<file path="src/rtl/instr_fetch_unit_pkg.sv">
// instr_fetch_unit_pkg: shared fetch-unit state encoding, instruction defaults and opcode helper
package instr_fetch_unit_pkg;
  typedef enum logic [1:0] {IDLE, FETCH, HALT} state_t;
  localparam int INSTR_W_DEF = 32;
  localparam logic [5:0] HALT_OP_DEF = 6'b111111;
  function automatic logic [5:0] opcode(input logic [INSTR_W_DEF-1:0] instr);
    return instr[31:26];
  endfunction
endpackage

</file>
<file path="src/rtl/instr_fetch_unit_instr_mem.sv">
// instr_mem: combinational-read instruction store whose contents come from the INIT image
module instr_mem #(
  parameter int PC_W = 8,
  parameter int INSTR_W = 32,
  parameter logic [INSTR_W*(2**PC_W)-1:0] INIT = '0
) (
  input  logic [PC_W-1:0]    addr,
  output logic [INSTR_W-1:0] data
);
  assign data = INIT[addr*INSTR_W +: INSTR_W];
endmodule

</file>
<file path="src/rtl/instr_fetch_unit.sv">
// instr_fetch_unit: single-slot instruction fetch with stall, redirect flush and halt detection
module instr_fetch_unit
  import instr_fetch_unit_pkg::*;
#(
  parameter int PC_W = 8,
  parameter int INSTR_W = INSTR_W_DEF,
  parameter logic [5:0] HALT_OP = HALT_OP_DEF,
  parameter logic [INSTR_W*(2**PC_W)-1:0] IMEM_INIT = '0
) (
  input  logic               clk,
  input  logic               rst,
  input  logic               start,
  input  logic               redirect_valid,
  input  logic [PC_W-1:0]    redirect_pc,
  input  logic               out_ready,
  output logic               out_valid,
  output logic [INSTR_W-1:0] out_instr,
  output logic [PC_W-1:0]    out_pc,
  output logic               halted
);
  state_t state, state_n;
  logic [PC_W-1:0] pc, pc_n, out_pc_n;
  logic [INSTR_W-1:0] imem_data, out_instr_n;
  logic out_valid_n;
  instr_mem #(.PC_W(PC_W), .INSTR_W(INSTR_W), .INIT(IMEM_INIT)) u_imem (
    .addr(pc),
    .data(imem_data)
  );
  assign halted = state == HALT;
  // a registered halt instruction blocks further fetches until it is accepted or flushed
  always_comb begin
    state_n = state;
    pc_n = pc;
    out_valid_n = out_valid;
    out_instr_n = out_instr;
    out_pc_n = out_pc;
    if (state == IDLE && start) begin
      state_n = FETCH;
      pc_n = '0;
    end else if (state == FETCH) begin
      if (redirect_valid) begin
        out_valid_n = 1'b0;
        pc_n = redirect_pc;
      end else if (out_valid && opcode(out_instr) == HALT_OP) begin
        state_n = out_ready ? HALT : FETCH;
        out_valid_n = !out_ready;
      end else if (!out_valid || out_ready) begin
        out_valid_n = 1'b1;
        out_instr_n = imem_data;
        out_pc_n = pc;
        pc_n = pc + 1'b1;
      end
    end
  end
  always_ff @(posedge clk or posedge rst) begin
    if (rst) begin
      state <= IDLE;
      pc <= '0;
      out_valid <= 1'b0;
      out_instr <= '0;
      out_pc <= '0;
    end else begin
      state <= state_n;
      pc <= pc_n;
      out_valid <= out_valid_n;
      out_instr <= out_instr_n;
      out_pc <= out_pc_n;
    end
  end
endmodule

</file>
<file path="config.mk">
export PLATFORM = sky130hd
export DESIGN_NAME = instr_fetch_unit
export DESIGN_NICKNAME = d
export VERILOG_FILES = /design/src/rtl/instr_fetch_unit_pkg.sv /design/src/rtl/instr_fetch_unit_instr_mem.sv /design/src/rtl/instr_fetch_unit.sv
export SDC_FILE = /design/constraint.sdc
export NUM_CORES = 1
export LEC_CHECK = 0
export ABC_AREA = 1
export BUFFER_PORTS_ARGS = -buffer_cell sky130_fd_sc_hd__buf_2
export CORE_UTILIZATION = 50
export DETAILED_ROUTE_END_ITERATION = 7
export GPL_TIMING_DRIVEN = 0
export PLACE_DENSITY = 0.74
export SETUP_SLACK_MARGIN = 0.02
export SYNTH_ARGS = -nofsm -noshare
export SYNTH_HDL_FRONTEND = slang
export SYNTH_HIERARCHICAL = 1
export SYNTH_SLANG_ARGS = --single-unit
</file>
<file path="constraint.sdc">
create_clock -name clk -period 2.5 [get_ports clk]
set_clock_uncertainty 0.15 [all_clocks]
set_input_delay 0.375 -clock clk [delete_from_list [all_inputs] [get_ports clk]]
set_output_delay 0.375 -clock clk [all_outputs]
set_load 0.05 [all_outputs]
</file>
# Word-level counts from Yosys, hierarchy flattened
# Cells that the tools add are included.
# classes
mux	13
add_sub_neg	1
shifts	1
n_eq_ne	5
bitwise	3
reduce_logical	14
# op_table
cell	count
variable part select 8192 x 14 -> 32 bit (first input constant)	1
2-to-1 mux 8 bit	5
2-to-1 mux 2 bit	5
AND reduction 3 bit	3
adder 8 x 1 -> 8 bit (second input constant)	1
== test 6 bit (second input constant)	1
nonzero test 3 bit	2
AND reduction 5 bit	1
nonzero test 2 bit	2
2-to-1 mux 1 bit	3
!= test 3 bit (second input constant)	1
NOT 1 bit	3
== test 2 x 1 -> 1 bit (second input constant)	1
== test 2 bit (second input constant)	1
logical AND 1 bit	2
logical NOT 1 bit	2
logical NOT 2 bit	1
!= test 2 x 1 -> 1 bit (second input constant)	1
logical OR 1 bit	1
# totals
word_cells	42
reg_bits	51
output_inout_bits	42
input_bits	13

# Logic depth before layout (Yosys ltp)
# logic_depth
word_depth	7
depth_mapped	8
depth_no_buf	8

# Modules after synthesis
# Netlist, hierarchy kept.
# by_module_without_submodules
mod	instances	seq_area_each_um2	cells_per_inst	area_each_um2
instr_fetch_unit	1	1276.2	288	2462.4
instr_mem	1	0.0	33	244.0

# Least setup slack after synthesis
# Ideal clock, no wire load.
# synth_timing
path_kind	register to register
from	register out_instr[30]
to	register out_pc[7]
setup_ps	122
t_required_ps	2228
n_path_buf	1
path_stages_with_launch	7
synth_period_minus_slack_ps	1626
arrival_time_ps	1354
setup_slack_ps	874
path_cell_list	dfrtp_1 inv_1 nor2_1 nand2_2 nand3b_4 buf_6 o21ai_1
# synth_between
elab_chain_cells	4
# synth_lines
element	line_no	source
from (decl)	instr_fetch_unit.sv:17	output logic [INSTR_W-1:0] out_instr,
from (signal assigned)	instr_fetch_unit.sv:66	out_instr <= out_instr_n;
== test 6 bit	instr_fetch_unit.sv:44	end else if (out_valid && opcode(out_instr) == HALT_OP) begin
logical AND 1 bit	instr_fetch_unit.sv:44	
NOT 1 bit (no line)	-	
AND reduction 5 bit (no line)	-	
to (signal assigned)	instr_fetch_unit.sv:67	out_pc <= out_pc_n;
to (decl)	instr_fetch_unit.sv:18	output logic [PC_W-1:0] out_pc,
# No other way between the ends.
# A chain may end at the register's enable or synchronous reset.

# Final worst setup path
# layout_timing
from	register state[1]
to	output port halted
# layout_between
elab_chain_cells	1
# layout_lines
element	line_no	source
from (decl)	instr_fetch_unit.sv:21	state_t state, state_n;
from (signal assigned)	instr_fetch_unit.sv:63	state <= state_n;
== test 2 bit	instr_fetch_unit.sv:29	assign halted = state == HALT;
to (decl)	instr_fetch_unit.sv:19	output logic halted
# No other way between the ends.

==> results.sh <==
export IMPL_crit_type="reg -> out"
export IMPL_final_net_count=429
export IMPL_stdcell_count=486
export IMPL_vias=2127
export IMPL_final_area_mm2=0.003343
export IMPL_leakagePower_nw=1.821
export IMPL_cap_violations=0
export IMPL_synth_simple_area_share=0.1960
export IMPL_fin_crit_ps=1691
export IMPL_peakVddDrop_mv=0.2505
export IMPL_core_mm2=0.005172
export IMPL_clkLatencyLatePin_ps=300
export IMPL_total_power_mw=1.630
export IMPL_clock_sinks=51
export IMPL_portBuffers=54
export IMPL_slew_viol_final=0
export IMPL_drc=0
export IMPL_grt_pass1_wl_um=8307
export IMPL_cp_top_family="flip-flops"
export IMPL_synth_top_area_frac=0.4716
export IMPL_synthCells=321
export IMPL_synth_compound_area_frac=0.1331
export IMPL_arrival_ps=1170
export IMPL_wire_per_inst_um=10.54
export IMPL_cts_root_buf="clkbuf_8"
export IMPL_required_ps=1980
export IMPL_grt_pass1_vias=1983
export IMPL_antenna_left=0
export IMPL_grt_max_degree=43
export IMPL_cpMaxStageDelayCell="dfrtp_1"
export IMPL_synth_seq_area_share=0.4716
export IMPL_fp_row_count=26
export IMPL_initial_core_util=0.5232
export IMPL_synth_cell_types=23
export IMPL_die_h_um=75.57
export IMPL_area_growth_pct=23.53
export IMPL_routed_via_density=4.377
export IMPL_syn_avg_cell_area_um2=8.431
export IMPL_tns_ps=0
export IMPL_cts_inserted_buffers=5
export IMPL_drt_iter0_markers=122
export IMPL_drt_wl_total_um=5122
export IMPL_clockBufferDepth=2
export IMPL_fp_dieW_um=75.57
export IMPL_synth_edf_count=0
export IMPL_syn_area_mm2=0.002706
export IMPL_cp_cell_sequence="inv_1, nor2_1, buf_2"
export IMPL_p_per_area_mw_per_mm2=487.7
export IMPL_cp_max_fo=3
export IMPL_crit_path_start_kind="flop"
export IMPL_rsz0062_at_grt="false"
export IMPL_clk_pin_slew_worst_paths_ps=100
export IMPL_dp_cells=477
export IMPL_htree_levels=2
export IMPL_pin_count=55
export IMPL_async_flop_share=1.000
export IMPL_cp_end_kind="output port"
export IMPL_hold_viol_final=0
export IMPL_cts_tree="done"
export IMPL_n_fill_cell=442
export IMPL_post_route_period_util=0.6764
export IMPL_clock_fmax_mhz=591.4
export IMPL_yosysTopAreaCell="dfrtp_1"
export IMPL_slowest_delay_ps=440
export IMPL_synth_area_mux_share=0
export IMPL_setup_viol=0
export IMPL_post_dp_cell_area_mm2=0.003201
export IMPL_synth_ff_type="dfrtp_1"
export IMPL_hp_class="in -> reg"
export IMPL_synth_xor_area_share=0.003236
export IMPL_grt_use_total=0.1937
export IMPL_dieArea_mm2=0.005711
export IMPL_dp_hpwl_um=3793
export IMPL_synth_top_family_by_area="simple AND/OR/NAND/NOR gates"
export IMPL_gp_congestion=0.8926
export IMPL_cts_setup_buffers=0
export IMPL_antenna_found_initial=0
export IMPL_cp_buffers_inverters=2
export IMPL_run_status="finished clean"
export IMPL_layout_drive_gt1_share=0.3389
export IMPL_synth_warning_count=6
export IMPL_firstDrtPassIters=4
export IMPL_synth_seq_cells=51
export IMPL_gr_total_overflow=0
export IMPL_yosys_area_share_adder=0.004623
export IMPL_antennaDiodeCount=0
export IMPL_synth_area_leaders="dfrtp_1, nand2_1, buf_4"
-- worst register-to-register path, cell delays in order, from the launching register on --
cell	delay (ps)
dfrtp_1	440
nor2_1	150
nand2_2	100
nand2_2	110
inv_2	80
a21boi_2	300
nand2_1	100
nand2_1	90
-- worst paths after layout --
| check | start | to | slack [ps] | cells after the start |
|---|---|---|---|---|
| worst min register to register | out_instr[8] | out_instr[8] | 330 | 2 |
| worst min-delay path | redirect_pc[5] | pc[5] | 230 | 5 |
| min in group asynchronous | rst | out_instr[23] | 390 | 3 |
| max in group asynchronous | rst | out_pc[5] | 1300 | 4 |
| worst max-delay path | state[1] | halted | 810 | 3 |
| worst max register to register | state[1] | pc[4] | 910 | 7 |
-- kinds of logic (layout without fill, tap and decap cells) --
| group | count (synthesis) | in the layout |
|---|---|---|
| and+or+nand+nor | 126 | 126 |
| buffers and inverters | 89 | 153 |
| adders and majority gates | 1 | 1 |
| AOI/OAI and AO/OA | 52 | 52 |
| xor gates and xnor gates | 1 | 1 |
| other | 1 | 32 |
| DFF | 51 | 51 |
-- metal layers --
layer	global-route usage	share of wire	vias to the layer above
li1	-	-	1101
met1	0.2310	0.43	971
met2	0.3472	0.52	47
met3	0.03704	0.038	8
met4	0.07202	0.014	0
met5	0	0	-
-- synthesized netlist by cell type, types with 2 or more instances --
| cell | number |
|---|---|
| o21ai_0 | 10 |
| nand2_1 | 96 |
| buf_4 | 32 |
| inv_1 | 46 |
| o21ai_1 | 15 |
| nand3_1 | 8 |
| o21ai_2 | 24 |
| dfrtp_1 | 51 |
| nand2_2 | 5 |
| nor2_2 | 2 |
| nor2_1 | 11 |
| inv_2 | 3 |
| buf_6 | 8 |
-- stage by stage --
stage	hold WS [ps]	util	setup WS, ps
2_1_floorplan	321.1	-	745.5
3_3_place_gp	310.1	0.6149	74.54
3_5_place_dp	165.7	0.6188	946.2
4_1_cts	222.2	0.6463	801.0
5_1_grt	263.8	0.6463	726.3
6_report	228.4	0.6463	809.0
-- state kept, by name, summed over array words and instances (netlist names) --
register / cells
out_pc: 8
state: 2
pc: 8
out_valid: 1
out_instr: 32
-- where the power goes --
| part | internal [mW] | leakage, nW | switching, mW |
|---|---|---|---|
| Sequential | 0.830 | 0.691 | 0.00827 |
| Combinational | 0.0577 | 1.06 | 0.0632 |
| Clock | 0.400 | 0.0654 | 0.271 |
| Total | 1.29 | 1.82 | 0.343 |
-- area by class of cell --
class	count	area, µm²	area share
sequential	51	1276	0.3817
buffer	40	330.3	0.09880
clock buffer	6	72.57	0.02171
clock inverter	2	60.06	0.01796
inverter	49	183.9	0.05501
timing repair buffer	56	300.3	0.08982
multi-input combinational	212	1032	0.3088
tap	70	87.58	0.02620
-- timing repair --
item,CTS,global route
hold buffers,1,0
hold endpoints to repair,9,0
resized for setup,0,0
-- placed cells by master (no fill, tap or decap), drive strengths merged, types with 2 or more instances in the layout --
cell type  Yosys  layout
nor2          14      14
conb           1      32
a21oi          2       2
inv           49      49
o21ai         49      49
bufinv         0       2
buf           40      95
clkbuf         0       6
nand3          8       8
nand2        101     101
dfrtp         51      51
nand3b         2       2
Power figures use the tool's default switching activity.
